$ cat config.mk
export PLATFORM = sky130hd
export DESIGN_NAME = q_max_sequencer_flat
export DESIGN_NICKNAME = d
export VERILOG_FILES = /design/src/rtl/q_pkg.sv /design/src/rtl/q_max_sequencer_if.sv /design/src/rtl/q_max_acc.sv /design/src/rtl/q_max_sequencer.sv /design/src/flat_wrapper.sv
export SDC_FILE = /design/constraint.sdc
export NUM_CORES = 1
export LEC_CHECK = 0
export ABC_CLOCK_PERIOD_IN_PS = 4720
export BUFFER_PORTS_ARGS = -buffer_cell sky130_fd_sc_hd__buf_2
export CELL_PAD_IN_SITES_DETAIL_PLACEMENT = 1
export CELL_PAD_IN_SITES_GLOBAL_PLACEMENT = 1
export CORE_MARGIN = 2
export CORE_UTILIZATION = 43
export DETAILED_ROUTE_END_ITERATION = 16
export GPL_TIMING_DRIVEN = 1
export PLACE_DENSITY_LB_ADDON = 0.1
export SYNTH_ARGS = -nofsm -noshare
export SYNTH_HDL_FRONTEND = slang
export SYNTH_SLANG_ARGS = --single-unit
$ cat constraint.sdc
create_clock -name clk -period 4.72 [get_ports clk]
set_clock_uncertainty 0.2 [all_clocks]
set_input_delay 0.236 -clock clk [delete_from_list [all_inputs] [get_ports clk]]
set_output_delay 0.236 -clock clk [all_outputs]
set_load 0.02 [all_outputs]
$ cat src/rtl/q_pkg.sv
// ============================================================================
//  Module      : q_pkg
//  Description : Shared Q-learning constants and sequencer FSM state type.
//  Revision    : 1.0 - initial release
// ============================================================================
`default_nettype none

package q_pkg;

  // Number of actions per state (2..16).
  localparam int N_ACT  = 15;
  // Q-value width, unsigned.
  localparam int DW     = 16;
  // State index width.
  localparam int SW     = 8;
  // Action field width; 2**AW_ACT must cover N_ACT.
  localparam int AW_ACT = 4;

  typedef enum logic [1:0] {
    IDLE  = 2'd0,
    READ  = 2'd1,
    DRAIN = 2'd2,
    DONE  = 2'd3
  } seq_state_t;

endpackage

`default_nettype wire

$ cat src/rtl/q_max_sequencer_if.sv
// ============================================================================
//  Module      : q_max_sequencer_if
//  Description : Request, Q-table read port and result handshake bundle.
//  Revision    : 1.0 - initial release
// ============================================================================
`default_nettype none

interface q_max_sequencer_if;
  import q_pkg::*;

  logic                 start_i;
  logic [SW-1:0]        state_i;
  logic                 busy_o;
  logic                 rd_en_o;
  logic [SW+AW_ACT-1:0] rd_addr_o;
  logic [DW-1:0]        rd_data_i;
  logic                 res_valid_o;
  logic                 res_ready_i;
  logic [DW-1:0]        max_o;
  logic [AW_ACT-1:0]    act_o;

  // Sequencer side.
  modport master (
    input  start_i, state_i, rd_data_i, res_ready_i,
    output busy_o, rd_en_o, rd_addr_o, res_valid_o, max_o, act_o
  );

  // Agent control / Q-table side.
  modport slave (
    output start_i, state_i, rd_data_i, res_ready_i,
    input  busy_o, rd_en_o, rd_addr_o, res_valid_o, max_o, act_o
  );

endinterface

`default_nettype wire

$ cat src/rtl/q_max_acc.sv
// ============================================================================
//  Module      : q_max_acc
//  Description : Running max / argmax register pair. 'first' loads the
//                value unconditionally; later updates replace the max only
//                on a strictly greater value so ties keep the lower index.
//  Revision    : 1.0 - initial release
// ============================================================================
`default_nettype none

module q_max_acc
  import q_pkg::*;
(
  input  logic              clk,
  input  logic              rst_n,
  input  logic              first,
  input  logic              update,
  input  logic [DW-1:0]     data,
  input  logic [AW_ACT-1:0] idx,
  output logic [DW-1:0]     max_q,
  output logic [AW_ACT-1:0] act_q
);

  // Load on the first response, then keep the strict unsigned maximum.
  always_ff @(posedge clk or negedge rst_n) begin
    if (!rst_n) begin
      max_q <= '0;
      act_q <= '0;
    end else if (update) begin
      if (first) begin
        max_q <= data;
        act_q <= '0;
      end else if (data > max_q) begin
        max_q <= data;
        act_q <= idx;
      end
    end
  end

endmodule

`default_nettype wire

$ cat src/rtl/q_max_sequencer.sv
// ============================================================================
//  Module      : q_max_sequencer
//  Description : Serial max/argmax over the N_ACT Q-values of one state.
//                Issues one Q-table read per cycle, folds responses into
//                q_max_acc and presents {max, action} on a valid/ready port.
//  Revision    : 1.0 - initial release
// ============================================================================
`default_nettype none

module q_max_sequencer
  import q_pkg::*;
(
  input  logic               clk,
  input  logic               rst_n,
  q_max_sequencer_if.master  bus
);

  localparam logic [AW_ACT-1:0] LAST_ACT = AW_ACT'(N_ACT - 1);

  seq_state_t        fsm;
  seq_state_t        fsm_nxt;
  logic [SW-1:0]     state_q;
  logic [AW_ACT-1:0] rd_cnt;
  logic [AW_ACT-1:0] rsp_cnt;
  logic              rd_en_d;
  logic [DW-1:0]     max_q;
  logic [AW_ACT-1:0] act_q;

  // FSM state register.
  always_ff @(posedge clk or negedge rst_n) begin
    if (!rst_n) fsm <= IDLE;
    else        fsm <= fsm_nxt;
  end

  // Next-state decode; start is only looked at in IDLE.
  always_comb begin
    fsm_nxt = fsm;
    case (fsm)
      IDLE:    if (bus.start_i)        fsm_nxt = READ;
      READ:    if (rd_cnt == LAST_ACT) fsm_nxt = DRAIN;
      DRAIN:                           fsm_nxt = DONE;
      DONE:    if (bus.res_ready_i)    fsm_nxt = IDLE;
      default:                         fsm_nxt = IDLE;
    endcase
  end

  // Outputs are pure state decodes so reset clears them immediately.
  always_comb begin
    bus.busy_o      = (fsm != IDLE);
    bus.rd_en_o     = (fsm == READ);
    bus.res_valid_o = (fsm == DONE);
    bus.rd_addr_o   = (fsm == READ) ? {state_q, rd_cnt} : '0;
  end

  // Request latch and read/response counters; rd_en_d marks response cycles.
  always_ff @(posedge clk or negedge rst_n) begin
    if (!rst_n) begin
      state_q <= '0;
      rd_cnt  <= '0;
      rsp_cnt <= '0;
      rd_en_d <= 1'b0;
    end else begin
      rd_en_d <= (fsm == READ);
      if (fsm == IDLE && bus.start_i) begin
        state_q <= bus.state_i;
        rd_cnt  <= '0;
        rsp_cnt <= '0;
      end else begin
        if (fsm == READ) rd_cnt  <= rd_cnt + 1'b1;
        if (rd_en_d)     rsp_cnt <= rsp_cnt + 1'b1;
      end
    end
  end

  q_max_acc u_acc (
    .clk    (clk),
    .rst_n  (rst_n),
    .first  (rsp_cnt == '0),
    .update (rd_en_d),
    .data   (bus.rd_data_i),
    .idx    (rsp_cnt),
    .max_q  (max_q),
    .act_q  (act_q)
  );

  assign bus.max_o = max_q;
  assign bus.act_o = act_q;

endmodule

`default_nettype wire

$ cat src/flat_wrapper.sv
// flat-port wrapper written by rule: the top's interface ports become plain ports
module q_max_sequencer_flat import q_pkg::*;
  (clk, rst_n, bus_start_i, bus_state_i, bus_rd_data_i, bus_res_ready_i, bus_busy_o, bus_rd_en_o, bus_rd_addr_o, bus_res_valid_o, bus_max_o, bus_act_o);
  q_max_sequencer_if bus_i ();
  input  logic clk;
  input  logic rst_n;
  input wire logic [$bits(bus_i.start_i)-1:0] bus_start_i;
  input wire logic [$bits(bus_i.state_i)-1:0] bus_state_i;
  input wire logic [$bits(bus_i.rd_data_i)-1:0] bus_rd_data_i;
  input wire logic [$bits(bus_i.res_ready_i)-1:0] bus_res_ready_i;
  output wire logic [$bits(bus_i.busy_o)-1:0] bus_busy_o;
  output wire logic [$bits(bus_i.rd_en_o)-1:0] bus_rd_en_o;
  output wire logic [$bits(bus_i.rd_addr_o)-1:0] bus_rd_addr_o;
  output wire logic [$bits(bus_i.res_valid_o)-1:0] bus_res_valid_o;
  output wire logic [$bits(bus_i.max_o)-1:0] bus_max_o;
  output wire logic [$bits(bus_i.act_o)-1:0] bus_act_o;
  assign bus_i.start_i = bus_start_i;
  assign bus_i.state_i = bus_state_i;
  assign bus_i.rd_data_i = bus_rd_data_i;
  assign bus_i.res_ready_i = bus_res_ready_i;
  assign bus_busy_o = bus_i.busy_o;
  assign bus_rd_en_o = bus_i.rd_en_o;
  assign bus_rd_addr_o = bus_i.rd_addr_o;
  assign bus_res_valid_o = bus_i.res_valid_o;
  assign bus_max_o = bus_i.max_o;
  assign bus_act_o = bus_i.act_o;
  q_max_sequencer u_core (.clk(clk), .rst_n(rst_n), .bus(bus_i));
endmodule
==> flow_summary.ini, run 1 <==
[outcome]
status = finished, final reports clean

[timing]
post-route-worst-setup-slack_ns = 1.57
tightest_slew_ns = 0.896
rsz0062_at_grt = no
period_needed_ns = 3.15
period_share_pct = 66.7
slew_headroom_pct = 40.3
finalSetupViolations = 0
maxSlewViolCount = 0
tns_ns = 0
fmax_ghz = 0.317
hold_viol = 0

[clock_network]
clk_latency_ns = 0.29
clockRootBuffer = clkbuf_8
clockBufferDepth = 2
h-tree-depth = 2
cts_setup_buffers = 0
numCtsBuffers = 5
clkSinkCount = 39
ctsResizeCount = 0
cts_tree = built
clk_pin_slew_ns = 0.08

[synth]
synth_most_common_cell = dfrtp_1
synth_top_area_share_pct = 43.2
yosys-top-cells-count = 39 x dfrtp_1, 28 x inv_1, 25 x ha_1
avgSynthCellArea_um2 = 11.4
synthTopCellsByArea = dfrtp_1 43%, ha_1 14%, mux2_4 11%
syn_area_um2 = 2260
synthSimpleGateAreaFrac_pct = 9.63
synth_flop_cell = dfrtp_1
synth_edf_count = 0
synth.area.mux_share_pct = 15.5
yosysTopAreaCell = dfrtp_1
synth-compound-area-share_pct = 8.86
synth_top_family_by_area = multiplexers
ys_seq_elements = 39
synth_nets = 251
synthCells = 198
synth-xor-area-share_pct = 2.33
yosysUniqueCellTypes = 36
async_flop_share_pct = 100
synth_fa_ha_area_share_pct = 13.8
yosysWarnings = 0
synth-seq-area-share_pct = 43.2

[die]
die_h_um = 76.5
core_area_um2 = 5070
start_util_pct = 44.5
die-width_um = 76.5
rows = 26
pin_count = 63
die_area_um2 = 5850

[grt]
overflow = 0
antenna_found_initial = 0
grt_use_total_pct = 19.3
grt_pass1_vias = 1906
grt_max_degree = 40
grt_pass1_wl_um = 9070

[worst_setup_path]
rrSetupSlack_ns = 1.75
crit_fanout = 14
worst_r2r_endpoint = u_core.u_acc.max_q[11]$_DFFE_PN0P_
required_ns = 4.70
rr_startpoint = u_core.u_acc.max_q[15]$_DFFE_PN0P_
start_kind = input port
arrival_ns = 3.13
critical_path_class = in -> reg
reg2reg_depth = 7
endpoint_kind = flop

[layout]
area_delta_synth_final_pct = 31.8
final_area_um2 = 2980
fin_cells = 356
antenna_cells = 0
fin_nets = 338
layout-drive-gt1-share_pct = 34.3
n_fill_cell = 578

[pwr]
peakVddDrop_uv = 296
p_comb_share_pct = 53.6
netSwitchingFraction_pct = 41.4
p_switching_w = 0.000811
p_int_w = 0.00115
pwr_density_cell_nw_per_um2 = 658
seq_power_share_pct = 31.6
p_clk_share_pct = 14.8
p_leak_nw = 1.54

[routing]
drcViolationCount = 0
wl_um = 5150
drt-initial-drc-count = 47
wl_per_cell_um = 14.5
firstDrtPassIters = 4
vias_per_cell = 4.83
vias = 1718
drtAntennaViolNets = 0

[place]
gp_congestion = 0.756
hpwl_um = 3570
dpl-instance-area_um2 = 2620
dp_cells = 324
dp_slack_ns = 1.82
io_buffers = 62

[min_path]
hold_depth = 2
min_path_type = in -> reg
whs_endpoint = u_core.u_acc.max_q[6]$_DFFE_PN0P_
min_from = bus_rd_data_i[6]

[job]
drv_cap = 0
==> metal layers <==
metal / global-route usage, % / routed length (um)
met1: 22.3 / 2150
met5: 0 / 0
met4: 6.00 / 40
met2: 35.5 / 2800
met3: 4.03 / 168
==> repair_timing <==
action / CTS / global route
hold buffers: 24 / 0
hold endpoints to repair: 62 / 0
endpoints found under the setup margin: 0 / 0
==> per-stage QoR <==
stage | hold WS (ns) | util [%] | total power, W
after floorplan | -0.260 | - | 0.00139
after global placement | 0.209 | 51.6 | 0.00162
after detailed placement | 0.214 | 51.6 | 0.00166
after CTS | 0.00737 | 58.7 | 0.00198
after global routing | 0.0135 | 58.7 | 0.00213
final | 0.0159 | 58.7 | 0.00196
==> worst max-delay path, stage by stage <==
cell and delay (ns):
dlygate4sd3_1 0.53, buf_2 0.13, ha_1 0.31, nand4_1 0.22
a211oi_1 0.48, o311a_1 0.54, buf_4 0.35, mux2_4 0.32
==> state kept, by name (all words and copies together) (netlist names) <==
register / flops
u_core.rd_cnt: 4
u_core.rd_en_d: 1
u_core.u_acc.max_q: 16
u_core.state_q: 8
u_core.rsp_cnt: 4
u_core.fsm: 2
u_core.u_acc.act_q: 4
==> worst max-delay path by stage <==
| stage | from | to | slack [ns] | depth (start not counted) |
|---|---|---|---|---|
| finish | bus_rd_data_i[15] | u_core.u_acc.max_q[11]$_DFFE_PN0P_ | 1.57 | 8 |
| global route | bus_rd_data_i[13] | u_core.u_acc.max_q[13]$_DFFE_PN0P_ | 1.41 | 8 |
| detailed placement | u_core.u_acc.max_q[13]$_DFFE_PN0P_ | u_core.u_acc.max_q[12]$_DFFE_PN0P_ | 1.82 | 7 |
| CTS | bus_rd_data_i[13] | u_core.u_acc.max_q[14]$_DFFE_PN0P_ | 1.60 | 8 |
| floorplan | u_core.u_acc.max_q[15]$_DFFE_PN0P_ | u_core.u_acc.max_q[0]$_DFFE_PN0P_ | 2.30 | 7 |
| global placement | u_core.u_acc.max_q[15]$_DFFE_PN0P_ | u_core.u_acc.max_q[13]$_DFFE_PN0P_ | 1.90 | 7 |
==> cell families (layout without fill, tap and decap cells) <==
kind of cell | count (synthesis) | after routing
adders and majority gates | 25 | 25
DFF | 39 | 39
buffers and inverters | 35 | 123
muxes | 26 | 26
xor gates and xnor gates | 6 | 6
and+or+nand+nor | 41 | 41
AOI/OAI and AO/OA | 26 | 26
==> final cells by class <==
| class | count | area (um2) | share of cell area (%) |
|---|---|---|---|
| clock buffer | 6 | 82.6 | 2.77 |
| clock inverter | 2 | 35.0 | 1.18 |
| inverter | 28 | 105 | 3.53 |
| multi-input combinational | 124 | 1130 | 38.1 |
| sequential | 39 | 976 | 32.8 |
| tap | 70 | 87.6 | 2.94 |
| timing repair buffer | 87 | 558 | 18.7 |
==> power groups by stage <==
| stage | Sequential, W | Clock, W | Combinational [W] |
|---|---|---|---|
| final | 0.000619 | 0.000291 | 0.00105 |
| after global routing | 0.000649 | 0.000312 | 0.00117 |
| after CTS | 0.000621 | 0.000300 | 0.00106 |
| after detailed placement | 0.000627 | 0 | 0.00104 |
| after global placement | 0.000620 | 0 | 0.00100 |
| after floorplan | 0.000695 | 0 | 0.000691 |
==> layout by cell type, fill, tap and decap left out, types with 2 or more instances in the layout <==
cell type	n
a21oi_1	7
and2_1	13
buf_2	62
clkbuf_8	6
dfrtp_1	39
dlygate4sd3_1	24
ha_1	25
inv_1	28
mux2_2	8
mux2_4	16
mux2i_1	2
nand2_1	6
nand3_1	3
nand4_1	5
nor2_1	9
o21ai_0	3
o21ai_1	2
o2bb2ai_1	2
o32ai_1	2
xnor2_1	2
xor2_1	4
Power figures use the tool's default switching activity.
==> run 2: changes to the inputs <==
--- a/config.mk
+++ b/config.mk
@@ -5,12 +5,12 @@
 export SDC_FILE = /design/constraint.sdc
 export NUM_CORES = 1
 export LEC_CHECK = 0
-export ABC_CLOCK_PERIOD_IN_PS = 4720
+export ABC_CLOCK_PERIOD_IN_PS = 2600
 export BUFFER_PORTS_ARGS = -buffer_cell sky130_fd_sc_hd__buf_2
 export CELL_PAD_IN_SITES_DETAIL_PLACEMENT = 1
 export CELL_PAD_IN_SITES_GLOBAL_PLACEMENT = 1
 export CORE_MARGIN = 2
-export CORE_UTILIZATION = 43
+export CORE_UTILIZATION = 36
 export DETAILED_ROUTE_END_ITERATION = 16
 export GPL_TIMING_DRIVEN = 1
 export PLACE_DENSITY_LB_ADDON = 0.1
==> constraint.sdc (replaced) <==
create_clock -name clk -period 2.6 [get_ports clk]
set_clock_uncertainty 0.2 [all_clocks]
set_input_delay 0.13 -clock clk [delete_from_list [all_inputs] [get_ports clk]]
set_output_delay 0.13 -clock clk [all_outputs]
set_load 0.02 [all_outputs]
==> run 2 against run 1 <==
  * Cell count is 2.8% higher
  * Sequential share of layout area is 0.67 points lower
  * Via count is 0.93% higher
  * Sequential power is 81% higher
  * Worst setup slack worse by 1.5 ns
  * Total power is 82% higher
  * Hold slack better by 0.11 ns
  * Critical endpoint is now u_core.u_acc.max_q[9]$_DFFE_PN0P_
  * Core utilization is 7.9 points lower
==> flow_summary.ini, run 2 (synthesis results as in run 1) <==
[outcome]
status = finished, final reports clean

[clock_network]
clkSinkCount = 39
clk_pin_slew_ns = 0.07
clockBufferDepth = 2
cts_setup_buffers = 0
clockRootBuffer = clkbuf_8
h-tree-depth = 2
numCtsBuffers = 5
cts_tree = built
clk_latency_ns = 0.29

[min_path]
min_path_type = in -> reg
min_from = bus_res_ready_i

[routing]
vias = 1734
vias_per_cell = 4.74
drtAntennaViolNets = 0
wl_um = 5270
drcViolationCount = 0
wl_per_cell_um = 14.4
drt-initial-drc-count = 29
firstDrtPassIters = 3

[place]
gp_congestion = 0.695
dpl-instance-area_um2 = 2660
io_buffers = 62
dp_slack_ns = 0.0707
dp_cells = 333
hpwl_um = 3740

[pwr]
p_switching_w = 0.00147
netSwitchingFraction_pct = 41.4
p_clk_share_pct = 12.8
pwr_density_cell_nw_per_um2 = 1170
p_comb_share_pct = 55.7
seq_power_share_pct = 31.6
p_leak_nw = 1.56
peakVddDrop_uv = 525
p_int_w = 0.00208

[layout]
fin_cells = 366
regArea_um2 = 976
multi_input_area_um2 = 1160
n_fill_cell = 669
antenna_cells = 0
largest_register_ffs = 16
layout-drive-gt1-share_pct = 36.1
fin_nets = 343
final_cell_mix = 62 x buf_2, 39 x dfrtp_1, 28 x inv_1, 25 x ha_1, 25 x dlygate4sd3_1
reg_top3 = u_core.u_acc.max_q: 16 flops, u_core.state_q: 8 flops
area_delta_synth_final_pct = 34.6
layout.cells.most_common = buf_2
largest_register = u_core.u_acc.max_q
final_area_um2 = 3040

[die]
die-width_um = 83.2
die_h_um = 83.2
die_area_um2 = 6930
rows = 28
pin_count = 63
core_area_um2 = 5990
start_util_pct = 37.7

[timing]
tns_ns = 0
post-route-worst-setup-slack_ns = 0.0907
hold_viol = 0
finalSetupViolations = 0
maxSlewViolCount = 0
period_needed_ns = 2.51
fmax_ghz = 0.399
period_share_pct = 96.5
slew_headroom_pct = 40.5
tightest_slew_ns = 0.892
rsz0062_at_grt = no

[worst_setup_path]
endpoint_kind = flop
start_kind = input port
crit_start = bus_rd_data_i[9]
rr_startpoint = u_core.u_acc.max_q[15]$_DFFE_PN0P_
crit_fanout = 11
required_ns = 2.58
critical_path_class = in -> reg
arrival_ns = 2.48

[grt]
grt_max_degree = 40
antenna_found_initial = 0
grt_use_total_pct = 16.0
grt_pass1_vias = 1942
grt_pass1_wl_um = 8920
overflow = 0

[job]
drv_cap = 0
==> run 2: cell count changes in the layout (fill, tap and decap cells not counted), sizes merged <==
cell	change
clkinv	-1
dlygate4sd3	+1
clkbuf	+2
bufinv	-1
buf	+4
==> run 2: power by group through the flow <==
stage / sequential, W / clock (W) / combinational, W
floorplan: 0.00126 / 0 / 0.00125
global placement: 0.00112 / 0 / 0.00188
detailed placement: 0.00114 / 0 / 0.00192
CTS: 0.00113 / 0.000477 / 0.00196
global route: 0.00118 / 0.000507 / 0.00217
finish: 0.00112 / 0.000454 / 0.00198
==> run 2: worst paths after layout <==
| check | to | slack [ns] | depth (start not counted) |
|---|---|---|---|
| setup / recovery | u_core.u_acc.max_q[9]$_DFFE_PN0P_ | 0.09 | 9 |
| hold / removal | u_core.fsm[1]$_DFFE_PN0P_ | 0.13 | 5 |
| setup reg to reg | u_core.u_acc.max_q[9]$_DFFE_PN0P_ | 0.12 | 8 |
| hold reg to reg | u_core.state_q[3]$_DFFE_PN0P_ | 0.30 | 1 |
| max in group asynchronous | u_core.rd_cnt[1]$_DFFE_PN0P_ | 1.34 | 2 |
| min in group asynchronous | u_core.u_acc.max_q[8]$_DFFE_PN0P_ | 0.30 | 2 |
==> run 2: metal layers <==
layer	global-route usage, %	wire length (um)
met3	3.08	202
met5	0	0
met4	5.37	68
met2	30.9	2920
met1	17.1	2090
==> run 2: final cells by class <==
cell class              instances  share of cell area, %
multi-input cells             124                   38.0
flip-flops and latches         39                   32.1
repair buffers                 92                   20.0
inverters                      28                   3.46
clock buffers                   8                   3.29
well taps                      75                   3.09
==> run 2: worst max-delay path, cell delays in order <==
cell,delay [ns]
dlygate4sd3_1,0.53
buf_2,0.13
ha_1,0.31
a21oi_2,0.15
o21ai_1,0.09
a211o_1,0.31
o311a_4,0.37
buf_8,0.16
mux2_4,0.30
==> run 2: timing repair <==
action,CTS,global route
resized for setup,0,7
endpoints found under the hold margin,63,0
setup endpoints to repair,0,16
hold buffers,25,0
==> run 2: per-stage QoR <==
| step | util, % | hold slack [ns] | total power [W] |
|---|---|---|---|
| 2_1_floorplan | - | -0.366 | 0.00252 |
| 3_3_place_gp | 44.3 | 0.116 | 0.00301 |
| 3_5_place_dp | 44.3 | 0.111 | 0.00306 |
| 4_1_cts | 50.2 | 0.118 | 0.00356 |
| 5_1_grt | 50.8 | 0.202 | 0.00386 |
| 6_report | 50.8 | 0.126 | 0.00356 |
==> run 3: changes to the inputs <==
--- a/config.mk
+++ b/config.mk
@@ -5,8 +5,8 @@
 export SDC_FILE = /design/constraint.sdc
 export NUM_CORES = 1
 export LEC_CHECK = 0
-export ABC_CLOCK_PERIOD_IN_PS = 2600
-export BUFFER_PORTS_ARGS = -buffer_cell sky130_fd_sc_hd__buf_2
+export ABC_CLOCK_PERIOD_IN_PS = 2200
+export BUFFER_PORTS_ARGS = -buffer_cell sky130_fd_sc_hd__buf_4
 export CELL_PAD_IN_SITES_DETAIL_PLACEMENT = 1
 export CELL_PAD_IN_SITES_GLOBAL_PLACEMENT = 1
 export CORE_MARGIN = 2
==> constraint.sdc (replaced) <==
create_clock -name clk -period 2.2 [get_ports clk]
set_clock_uncertainty 0.2 [all_clocks]
set_input_delay 0.11 -clock clk [delete_from_list [all_inputs] [get_ports clk]]
set_output_delay 0.11 -clock clk [all_outputs]
set_load 0.02 [all_outputs]
==> run 3 against run 2 <==
  * The run now ends with negative setup slack left
  * Total power rose by 40%
  * Wire length rose by 13%
  * Worst setup slack got worse by 0.28 ns
  * Hold slack got worse by 0.011 ns
  * Cell count rose by 7.7%
  * Highest routed layer unchanged
  * Largest cell class unchanged
  * Combinational power rose by 61%
  * Register-to-register slack got worse by 0.31 ns
  * Clock-buffer cell count fell by 2
  * Via count rose by 8.4%
==> flow_summary.ini, run 3 (synthesis results as in run 1) <==
[outcome]
status = finished with violations
violations = negative setup slack

[timing]
hold_viol = 0
period_share_pct = 109
maxSlewViolCount = 0
post-route-worst-setup-slack_ns = -0.192
tightest_slew_ns = 0.532
period_needed_ns = 2.39
rsz0062_at_grt = yes
fmax_ghz = 0.418
slew_headroom_pct = 64.5
finalSetupViolations = 18

[worst_setup_path]
reg2reg_depth = 8
worstSetupEndpoint = u_core.u_acc.max_q[8]$_DFFE_PN0P_
crit_slowest_cell = dfrtp_2
path_cells = inv_2 -> ha_4 -> a21oi_2 -> o21ai_2 -> a211o_1 -> o311a_4 -> buf_8 -> mux2_4
required_ns = 2.18
arrival_ns = 2.37
crit_start = u_core.u_acc.max_q[13]$_DFFE_PN0P_
path_depth = 8
start_kind = flop
rr_startpoint = u_core.u_acc.max_q[13]$_DFFE_PN0P_
crit_fanout = 7
cp_num_buf_inv = 2
worst_r2r_endpoint = u_core.u_acc.max_q[8]$_DFFE_PN0P_
endpoint_kind = flop
cpPeakStageDelay_ns = 0.42
critical_path_class = reg -> reg
rrSetupSlack_ns = -0.19
critPathTopFamily = compound AO/OA/AOI/OAI gates

[routing]
drt-initial-drc-count = 38
drtAntennaViolNets = 0
firstDrtPassIters = 3
wl_um = 5960
wl_per_cell_um = 15.1
vias = 1879
vias_per_cell = 4.77
drcViolationCount = 0

[layout]
reg_top3 = u_core.u_acc.max_q: 16 flops, u_core.state_q: 8 flops
final_cell_mix = 91 x buf_4, 30 x dfrtp_1, 25 x dlygate4sd3_1, 24 x inv_1, 18 x ha_1
layout.cells.most_common = buf_4
final_area_um2 = 3570
area_delta_synth_final_pct = 57.9
layout-drive-gt1-share_pct = 49.8
largest_register_ffs = 16
fin_nets = 371
antenna_cells = 0
largest_register = u_core.u_acc.max_q

[pwr]
peakVddDrop_uv = 594
pwr_density_cell_nw_per_um2 = 1390
fin_total_pwr_w = 0.00498
p_leak_nw = 1.74

[grt]
overflow = 0
grtUsageMet2_pct = 33.4
antenna_found_initial = 0
grt_max_degree = 40
grt_pass1_wl_um = 10200
grt_use_total_pct = 17.9
grt_pass1_vias = 2127
use_met1_pct = 20.9
grt_busiest_layer = met2
met3_usage_pct = 3.78

[place]
io_buffers = 62
hpwl_um = 3980
dpl-instance-area_um2 = 3040
gp_congestion = 0.726
dp_slack_ns = -0.341

[clock_network]
clockBufferDepth = 2
clockRootBuffer = clkbuf_8
clkSinkCount = 39
clk_latency_ns = 0.29
numCtsBuffers = 5
clk_pin_slew_ns = 0.08
h-tree-depth = 2
cts_tree = built

[die]
pin_count = 63
rows = 28
start_util_pct = 37.7
die_area_um2 = 6930
die-width_um = 83.2
die_h_um = 83.2
core_area_um2 = 5990

[min_path]
min_path_type = in -> reg
min_from = bus_res_ready_i

[job]
drv_cap = 0
run 3: how the worst min path moves through the flow:
| stage | end | slack [ns] | cells after the start |
|---|---|---|---|
| floorplan | u_core.fsm[0]$_DFFE_PN0P_ | -0.39 | 0 |
| global placement | u_core.u_acc.max_q[2]$_DFFE_PN0P_ | -0.07 | 1 |
| detailed placement | u_core.u_acc.max_q[2]$_DFFE_PN0P_ | -0.07 | 1 |
| CTS | u_core.fsm[1]$_DFFE_PN0P_ | 0.12 | 5 |
| global route | u_core.fsm[0]$_DFFE_PN0P_ | 0.18 | 4 |
| finish | u_core.fsm[1]$_DFFE_PN0P_ | 0.12 | 5 |
run 3: worst register-to-register path, stage by stage (launching register included):
cell     delay, ns
dfrtp_2       0.42
inv_2         0.08
ha_4          0.21
a21oi_2       0.14
o21ai_2       0.09
a211o_1       0.29
o311a_4       0.40
buf_8         0.16
mux2_4        0.29
run 3: timing repair:
item                                   in CTS  in global routing
pin swaps                                   9                  8
resized for setup                          22                  3
endpoints found under the hold margin      63                  0
setup buffers                               4                  2
hold buffers                               25                  0
setup endpoints to repair                  20                 20
run 3: per-layer routing:
metal	vias to the layer above	part of all wire (%)
met2	36	54
met3	5	4.1
li1	907	-
met5	-	0
met1	931	41
met4	0	0.92
run 3: layout make-up:
type | count | area [um2]
Clock buffer | 6 | 72.6
Clock inverter | 2 | 12.5
Fill cell | 664 | 2420
Inverter | 28 | 105
Multi-Input combinational cell | 124 | 1310
Sequential cell | 39 | 987
Tap cell | 75 | 93.8
Timing Repair Buffer | 120 | 986
run 3: through the flow:
step	utilization, %	hold WS, ns	setup TNS, ns	instances
2_1_floorplan	-	-0.386	-2.00	198
3_3_place_gp	50.7	-0.0746	-4.00	356
3_5_place_dp	50.7	-0.0658	-5.82	356
4_1_cts	58.9	0.121	-1.83	393
5_1_grt	59.6	0.176	-4.59	394
6_report	59.6	0.115	-3.17	394
run 3: power by group:
group	internal (W)	switching [W]
logic	0.00169	0.00150
registers	0.00107	0.000236
clock network	0.000222	0.000263
total	0.00298	0.00200
